## config.mk

```make
export PLATFORM = sky130hd
export DESIGN_NAME = config_int_add_inmux_lvl_pipe_flat
export DESIGN_NICKNAME = d
export VERILOG_FILES = /design/src/rtl/config_int_add_inmux_lvl_pipe_if.sv /design/src/rtl/config_int_add_inmux_lvl_pipe.sv /design/src/flat_wrapper.sv
export SDC_FILE = /design/constraint.sdc
export NUM_CORES = 1
export LEC_CHECK = 0
export CAP_MARGIN = 20
export CORE_MARGIN = 2
export CORE_UTILIZATION = 30
export CTS_BUF_LIST = sky130_fd_sc_hd__clkbuf_8 sky130_fd_sc_hd__clkbuf_16
export CTS_CLUSTER_SIZE = 8
export DETAILED_ROUTE_END_ITERATION = 7
export PLACE_DENSITY = 0.62
export SETUP_SLACK_MARGIN = 0.2
export SLEW_MARGIN = 10
export SYNTH_ARGS = -nofsm -noshare
export SYNTH_HDL_FRONTEND = slang
export SYNTH_SLANG_ARGS = --single-unit
```

## constraint.sdc

```tcl
create_clock -name clk -period 6 [get_ports clk]
set_clock_uncertainty 0.1 [all_clocks]
set_input_delay 1.2 -clock clk [delete_from_list [all_inputs] [get_ports clk]]
set_output_delay 1.2 -clock clk [all_outputs]
set_load 0.01 [all_outputs]
```

## src/rtl/config_int_add_inmux_lvl_pipe_if.sv

```systemverilog
// Operand/result stream and configuration handshake bundle for config_int_add_inmux_lvl_pipe.
// master = producer/consumer side, slave = the adder.
interface config_int_add_inmux_lvl_pipe_if #(
  parameter int BWOP = 32,
  parameter int NABW = 4
);
  logic            in_valid;
  logic            in_ready;
  logic [BWOP-1:0] a;
  logic [BWOP-1:0] b;
  logic            cfg_load;
  logic            apx_ctl;
  logic [NABW-1:0] apx_nab;
  logic            cfg_ack;
  logic            out_valid;
  logic            out_ready;
  logic [BWOP-1:0] c;
  logic            c_cout;

  modport master (
    output in_valid, a, b, cfg_load, apx_ctl, apx_nab, out_ready,
    input  in_ready, cfg_ack, out_valid, c, c_cout
  );

  modport slave (
    input  in_valid, a, b, cfg_load, apx_ctl, apx_nab, out_ready,
    output in_ready, cfg_ack, out_valid, c, c_cout
  );
endinterface

```

## src/rtl/config_int_add_inmux_lvl_pipe.sv

```systemverilog
// Runtime-configurable truncating adder, 2-stage valid/ready pipeline with drain-before-reconfigure.
// Optional build macro APX_RND_EN adds carry-in compensation at the truncation boundary.
module config_int_add_inmux_lvl_pipe #(
  parameter int BWOP    = 32,
  parameter int NAB_MAX = 8,
  parameter int NABW    = 4
) (
  input  logic clk,
  input  logic rst,
  config_int_add_inmux_lvl_pipe_if.slave io
);

  typedef enum logic [0:0] {
    ST_RUN   = 1'b0,
    ST_DRAIN = 1'b1
  } state_t;

  state_t          state_r;
  logic            cfg_ctl_r;
  logic [NABW-1:0] cfg_nab_r;
  logic            pend_ctl_r;
  logic [NABW-1:0] pend_nab_r;
  logic            cfg_ack_r;

  logic            s1_v_r;
  logic [BWOP-1:0] s1_a_r;
  logic [BWOP-1:0] s1_b_r;
  logic            s2_v_r;
  logic [BWOP:0]   s2_sum_r;

  logic [NABW-1:0] nab_act_s;
  logic [BWOP-1:0] mask_s;
  logic            s2_adv_s;
  logic            s1_adv_s;
  logic            in_ready_s;
  logic            in_xfer_s;
  logic            pend_ctl_nxt_s;
  logic [NABW-1:0] pend_nab_nxt_s;
  logic [BWOP:0]   sum_s;

`ifdef APX_RND_EN
  logic [BWOP-1:0] ab_sh_s;
  logic            cin_s;
  logic            s1_cin_r;
`endif

  // Active truncation width: zero in exact mode, clamped to NAB_MAX otherwise
  always_comb begin
    if (!cfg_ctl_r) begin
      nab_act_s = {NABW{1'b0}};
    end else if (cfg_nab_r > NABW'(NAB_MAX)) begin
      nab_act_s = NABW'(NAB_MAX);
    end else begin
      nab_act_s = cfg_nab_r;
    end
    mask_s = {BWOP{1'b1}} << nab_act_s;
  end

`ifdef APX_RND_EN
  // Compensation carry comes from the highest dropped bit of both raw operands
  always_comb begin
    if (nab_act_s != {NABW{1'b0}}) begin
      ab_sh_s = (io.a & io.b) >> (nab_act_s - NABW'(1));
      cin_s   = ab_sh_s[0];
    end else begin
      ab_sh_s = {BWOP{1'b0}};
      cin_s   = 1'b0;
    end
  end
`endif

  // Stage-advance and input-acceptance conditions
  always_comb begin
    s2_adv_s   = ~s2_v_r | io.out_ready;
    s1_adv_s   = s2_adv_s | ~s1_v_r;
    in_ready_s = (state_r == ST_RUN) & s1_adv_s;
    in_xfer_s  = io.in_valid & in_ready_s;
  end

  // Last cfg_load in a drain episode wins, including one coinciding with the exit cycle
  always_comb begin
    if (io.cfg_load) begin
      pend_ctl_nxt_s = io.apx_ctl;
      pend_nab_nxt_s = io.apx_nab;
    end else begin
      pend_ctl_nxt_s = pend_ctl_r;
      pend_nab_nxt_s = pend_nab_r;
    end
  end

  // Stage-2 adder; the config is stable while data is in flight, so nab_act_s is valid here
  always_comb begin
`ifdef APX_RND_EN
    sum_s = {1'b0, s1_a_r} + {1'b0, s1_b_r} + ({{BWOP{1'b0}}, s1_cin_r} << nab_act_s);
`else
    sum_s = {1'b0, s1_a_r} + {1'b0, s1_b_r};
`endif
  end

  // Config FSM: RUN accepts data; DRAIN blocks input until both stages are empty
  always_ff @(posedge clk or posedge rst) begin
    if (rst) begin
      state_r    <= ST_RUN;
      cfg_ctl_r  <= 1'b0;
      cfg_nab_r  <= {NABW{1'b0}};
      pend_ctl_r <= 1'b0;
      pend_nab_r <= {NABW{1'b0}};
      cfg_ack_r  <= 1'b0;
    end else begin
      pend_ctl_r <= pend_ctl_nxt_s;
      pend_nab_r <= pend_nab_nxt_s;
      cfg_ack_r  <= 1'b0;
      case (state_r)
        ST_RUN: begin
          if (io.cfg_load) begin
            state_r <= ST_DRAIN;
          end else begin
            state_r <= ST_RUN;
          end
        end
        ST_DRAIN: begin
          if (!s1_v_r && !s2_v_r) begin
            cfg_ctl_r <= pend_ctl_nxt_s;
            cfg_nab_r <= pend_nab_nxt_s;
            cfg_ack_r <= 1'b1;
            state_r   <= ST_RUN;
          end else begin
            state_r <= ST_DRAIN;
          end
        end
        default: begin
          state_r <= ST_RUN;
        end
      endcase
    end
  end

  // Stage 1: masked operands
  always_ff @(posedge clk or posedge rst) begin
    if (rst) begin
      s1_v_r <= 1'b0;
      s1_a_r <= {BWOP{1'b0}};
      s1_b_r <= {BWOP{1'b0}};
`ifdef APX_RND_EN
      s1_cin_r <= 1'b0;
`endif
    end else if (s1_adv_s) begin
      s1_v_r <= in_xfer_s;
      if (in_xfer_s) begin
        s1_a_r <= io.a & mask_s;
        s1_b_r <= io.b & mask_s;
`ifdef APX_RND_EN
        s1_cin_r <= cin_s;
`endif
      end
    end
  end

  // Stage 2: registered sum; held while stalled
  always_ff @(posedge clk or posedge rst) begin
    if (rst) begin
      s2_v_r   <= 1'b0;
      s2_sum_r <= {(BWOP+1){1'b0}};
    end else if (s2_adv_s) begin
      s2_v_r <= s1_v_r;
      if (s1_v_r) begin
        s2_sum_r <= sum_s;
      end
    end
  end

  assign io.in_ready  = in_ready_s;
  assign io.cfg_ack   = cfg_ack_r;
  assign io.out_valid = s2_v_r;
  assign io.c         = s2_sum_r[BWOP-1:0];
  assign io.c_cout    = s2_sum_r[BWOP];

endmodule

```

## src/flat_wrapper.sv

```systemverilog
// flat-port wrapper written by rule: the top's interface ports become plain ports
module config_int_add_inmux_lvl_pipe_flat 
#(
  parameter int BWOP    = 32,
  parameter int NAB_MAX = 8,
  parameter int NABW    = 4
)
  (clk, rst, io_in_valid, io_a, io_b, io_cfg_load, io_apx_ctl, io_apx_nab, io_out_ready, io_in_ready, io_cfg_ack, io_out_valid, io_c, io_c_cout);
  config_int_add_inmux_lvl_pipe_if #(.BWOP(BWOP), .NABW(NABW)) io_i ();
  input  logic clk;
  input  logic rst;
  input wire logic [$bits(io_i.in_valid)-1:0] io_in_valid;
  input wire logic [$bits(io_i.a)-1:0] io_a;
  input wire logic [$bits(io_i.b)-1:0] io_b;
  input wire logic [$bits(io_i.cfg_load)-1:0] io_cfg_load;
  input wire logic [$bits(io_i.apx_ctl)-1:0] io_apx_ctl;
  input wire logic [$bits(io_i.apx_nab)-1:0] io_apx_nab;
  input wire logic [$bits(io_i.out_ready)-1:0] io_out_ready;
  output wire logic [$bits(io_i.in_ready)-1:0] io_in_ready;
  output wire logic [$bits(io_i.cfg_ack)-1:0] io_cfg_ack;
  output wire logic [$bits(io_i.out_valid)-1:0] io_out_valid;
  output wire logic [$bits(io_i.c)-1:0] io_c;
  output wire logic [$bits(io_i.c_cout)-1:0] io_c_cout;
  assign io_i.in_valid = io_in_valid;
  assign io_i.a = io_a;
  assign io_i.b = io_b;
  assign io_i.cfg_load = io_cfg_load;
  assign io_i.apx_ctl = io_apx_ctl;
  assign io_i.apx_nab = io_apx_nab;
  assign io_i.out_ready = io_out_ready;
  assign io_in_ready = io_i.in_ready;
  assign io_cfg_ack = io_i.cfg_ack;
  assign io_out_valid = io_i.out_valid;
  assign io_c = io_i.c;
  assign io_c_cout = io_i.c_cout;
  config_int_add_inmux_lvl_pipe #(.BWOP(BWOP), .NAB_MAX(NAB_MAX), .NABW(NABW)) u_core (.clk(clk), .rst(rst), .io(io_i));
endmodule
```

* Word level (Yosys, flattened, before mapping)
Cells that the tools add are included.
** Word-level totals
- Output and inout bits :: 36
- Logic and storage cells :: 38
- Bits of input ports :: 74
- Flip-flop bits (word level) :: 111
** Operators by class
- Add/subtract/negate cells :: 1
- $lt $le $gt $ge :: 1
- Mux-type cells :: 9
- Shift-type cells :: 1
- Bitwise gates (word level) :: 9
- Reduce and logical (&&, ||, !) cells :: 6
** Operators with widths (count)
- AND 32 bit :: 2
- adder 32 x 32 -> 33 bit :: 1
- << shifter 32 x 4 -> 32 bit, first input constant :: 1
- two-way mux 4 bit :: 3
- AND reduction 2 bit :: 3
- two-way mux 1 bit :: 5
- greater-than comparator 4 bit, second input constant :: 1
- inverter 1 bit :: 3
- AND 1 bit :: 2
- logical NOT 1 bit :: 2
- OR 1 bit :: 2
- one-hot mux 1 bit (2 select lines) :: 1
- logical AND 1 bit :: 1

* Longest topological paths before layout
- Depth after elaboration :: 6
- Depth in mapped cells :: 9
- Gate-level depth less buffers :: 9

* Worst setup path after synthesis
OpenSTA, ideal clock, no wires.
- Path type :: in2out
- Start :: input port io_out_ready
- End :: output port io_in_ready
- Stages :: 2
- Path buffers :: 0
- Data required time :: 4.700 ns
- Path slack :: 3.202 ns
- Arrival time :: 1.498 ns
- Cells stage by stage :: nor2b_1 -> a21oi_1
** Between the ends
- Word-level cells in the longest chain between the ends :: 3
** RTL lines
- from (decl) :: line flat_wrapper.sv:18 : input wire logic [$bits(io_i.out_ready)-1:0] io_out_ready;
- OR 1 bit :: line config_int_add_inmux_lvl_pipe.sv:74 : s2_adv_s = ~s2_v_r | io.out_ready;
- OR 1 bit :: line config_int_add_inmux_lvl_pipe.sv:75 : s1_adv_s = s2_adv_s | ~s1_v_r;
- AND 1 bit :: line config_int_add_inmux_lvl_pipe.sv:76 : in_ready_s = (state_r == ST_RUN) & s1_adv_s;
- to (decl) :: line flat_wrapper.sv:19 : output wire logic [$bits(io_i.in_ready)-1:0] io_in_ready;
No other way between the ends.

* Worst setup path after layout
Same ends and word-level chain as after synthesis.

==> summary.md <==
| Metric | Value |
|---|---|
| Run status | finished, final reports clean |
| Ratio of cells with drive above 1 in the final layout | 13.31% |
| Largest net degree at the start of global routing | 80 |
| Insertion delay to the later sink of the worst-skew pair | ~0.37 ns |
| Slew @ Worst Pin | 0.9243 ns |
| Number of flops mapped to enable cells by yosys | 0 |
| Max-cap violations | 0 |
| CTS buffer count | 9 |
| Register area share after synthesis | 46.59% |
| H-tree levels | 3 |
| CORE AREA | 19,460 um^2 |
| Via-per-instance ratio | 4.831 |
| CTS Root Cell | clkbuf_16 |
| CTS-repair resized insts | 0 |
| Fin. max-slew vios | 0 |
| Final setup vio count | 0 |
| Final ANT Viol Nets | 0 |
| Max Clock Freq | roughly 260 MHz |
| Synth cell types | 63 |
| Synthesized area | 5962 um^2 |
| ANT cells | 0 |
| Top-count cell post-synth | dfrtp_1 |
| Worst Path Required | 4.70 ns |
| Ys Warns | 0 |
| Synth top area cells | dfrtp_1, mux2_2, ha_1 |
| First-pass GRT wire length | approximately 24 mm |
| Vias | 4,546 |
| Drt drc | 0 |
| Worst-case clock buffer depth | 2 |
| CP arrival | 2.55 ns |
| # nets final | 778 |
| First DRT Iteration DRCs | 206 |
| Slew HR | 38.24% |
| Post-synth top area cell | dfrtp_1 |
| Cells after synthesis | 576 |
| Power Density | 618.6 nW/um^2 |
| Setup crit end kind | primary output |
| Post-CTS Hold Buffers | 0 |
| Clock sink count | between 100 and 150 |
| Min Tclk post-route | 3.849 ns |
| GR met1 Demand/Resource | 19.30% |
| PortBufs | 109 |
| Die ar. | 21,020 um^2 |
| GRT Total Usage | 13.98% |
| Yosys top cell area share | 46.59% |
| Total global routing overflow | 0 |
| Vias in the first global route | 4,470 |
| Busiest grt layer | met2 |
| DPL Wire Length | 10.51 mm |
| Setup CP Type | in2out |
| CTS tree | done |
| Post-synth top flop | dfrtp_1 |
| Standard-cell row count | 51 |
| Gpl congestion | 0.7795 |
| Initial antenna violation count | 0 |
| GR Util met3 | 3.711% |
| Mapped Nets | 683 |
| Final worst-path cycle share | roughly 64% |
| WL final | 14.19 mm |
| Worst Reg-to-Reg Cells | 9 |
| Syn Area/Cell | 10.35 um^2 |
| # Post-CTS Setup Buffers | 0 |
| Top cells by count, synth | dfrtp_1, nand2_1, mux2_2 |
| Io pins | 110 |
| Clock slew at reported path FFs | 0.08 ns |
| CP Launch Type | input port |
| Met2 Usage GRT | around 21% |
| Final Hold Viols | 0 |
| Wire per inst | between 15 and 20 um |
| TNS Setup | 0 ns |
| Async SR Flop Fraction | between 90% and 100% |
| Hold Path Stages | 2 |
| Initial Util | 30.63% |
| Hold Crit Class | reg2reg |
| Synth-to-layout area growth | 26.74% |
| First-pass iteration count of the detailed router | 4 |
| Leak | 3.203 nW |
| Die X-Extent | around 140 um |
| Critical Path Fanout Max | 2 |
| Worst reg2reg setup slack | about 3 ns |
| VDD IR max | 0.0003866 V |
| Cells after DPL | 925 |
| RSZ-0062 raised after global routing | false |
| Finished Layout Cells | 941 |
| FF+latch count, synth | about 110 |
| Die Ht | 145.0 um |
==> critical path, stage by stage <==
cell             delay, ns
clkdlybuf4s50_1       0.48
nor2b_1               0.06
a21oi_1               0.23
clkdlybuf4s50_1       0.58
==> per-layer routing <==
layer,routed length [um],vias up
met2,6289,97
met3,786,14
met5,0,-
met1,6912,2155
met4,201,0
li1,-,2280
==> placed cells by master (no fill, tap or decap), drive strengths merged, types with 3 or more instances in the layout <==
| master | instances |
|---|---|
| o21a | 8 |
| o211ai | 3 |
| nor2 | 27 |
| a31oi | 3 |
| o21ai | 53 |
| ha | 32 |
| inv | 12 |
| buf | 3 |
| a21oi | 35 |
| a211oi | 3 |
| nor3b | 3 |
| nor3 | 5 |
| o2111ai | 4 |
| nor2b | 3 |
| nand3 | 14 |
| mux2 | 58 |
| xor2 | 11 |
| and2 | 6 |
| o31ai | 5 |
| xnor2 | 10 |
| dfrtp | 111 |
| a22o | 4 |
| or4 | 4 |
| nand4 | 7 |
| clkdlybuf4s50 | 109 |
| clkbuf | 9 |
| nand2 | 82 |
| and3 | 4 |
| a21o | 10 |
==> flip-flops by register name, indices dropped and copies added, names as in the netlist <==
name,count
u_core.pend_nab_r,4
u_core.state_r,1
u_core.pend_ctl_r,1
u_core.s1_b_r,32
u_core.s1_v_r,1
u_core.io.cfg_ack,1
u_core.s2_sum_r,33
u_core.cfg_ctl_r,1
u_core.s1_a_r,32
u_core.cfg_nab_r,4
u_core.io.out_valid,1
==> stage by stage <==
step	hold WS, ns	cell area, um^2	power (mW)	util (%)	setup slack, ns
after floorplan	0.3538	5962	3.315	-	1.769
after global placement	0.3620	7261	4.053	37.31	2.192
after detailed placement	0.3664	7261	4.084	37.31	2.164
after CTS	0.3845	7556	4.717	38.82	2.150
after global routing	0.4112	7556	5.117	38.82	2.077
final	0.3793	7556	4.674	38.82	2.151
==> logic make-up (layout without fill, tap and decap cells) <==
logic type                 Yosys count  in the layout  share of synthesized area, %
and+or+nand+nor                    165            165                         12.84
AOI/OAI and AO/OA                  152            152                         16.29
DFF                                111            111                         46.59
muxes                               59             59                         11.12
buffers and inverters               35            135                         3.022
adders and majority gates           33             33                         7.051
xor gates and xnor gates            21             21                         3.085
==> power breakdown <==
part | leakage (nW) | total [mW] | internal [mW] | switching, mW
sequential | 1.34 | 1.36 | 1.11 | 0.245
combinational | 1.71 | 2.71 | 1.23 | 1.48
clock | 0.147 | 0.606 | 0.296 | 0.310
total | 3.20 | 4.67 | 2.64 | 2.04
==> path summary, 6_finish.rpt <==
| check | end | from |
|---|---|---|
| worst min register to register | u_core.s2_sum_r[9] | u_core.s2_sum_r[9] |
| min in group asynchronous | u_core.io.out_valid | rst |
| max in group asynchronous | u_core.s1_a_r[25] | rst |
| worst min-delay path | u_core.s2_sum_r[9] | u_core.s2_sum_r[9] |
| worst max-delay path | io_in_ready | io_out_ready |
| worst max register to register | u_core.s2_sum_r[22] | u_core.s1_b_r[0] |
==> area by class of cell <==
type	instances	area, um^2
Clock buffer	9	225.2
Inverter	7	28.78
Clock inverter	7	70.07
Timing Repair Buffer	112	1114
Multi-Input combinational cell	430	3009
Sequential cell	111	2778
Fill cell	1926	11910
Tap cell	265	331.6
Note: power is estimated with default switching activity, not from simulation.
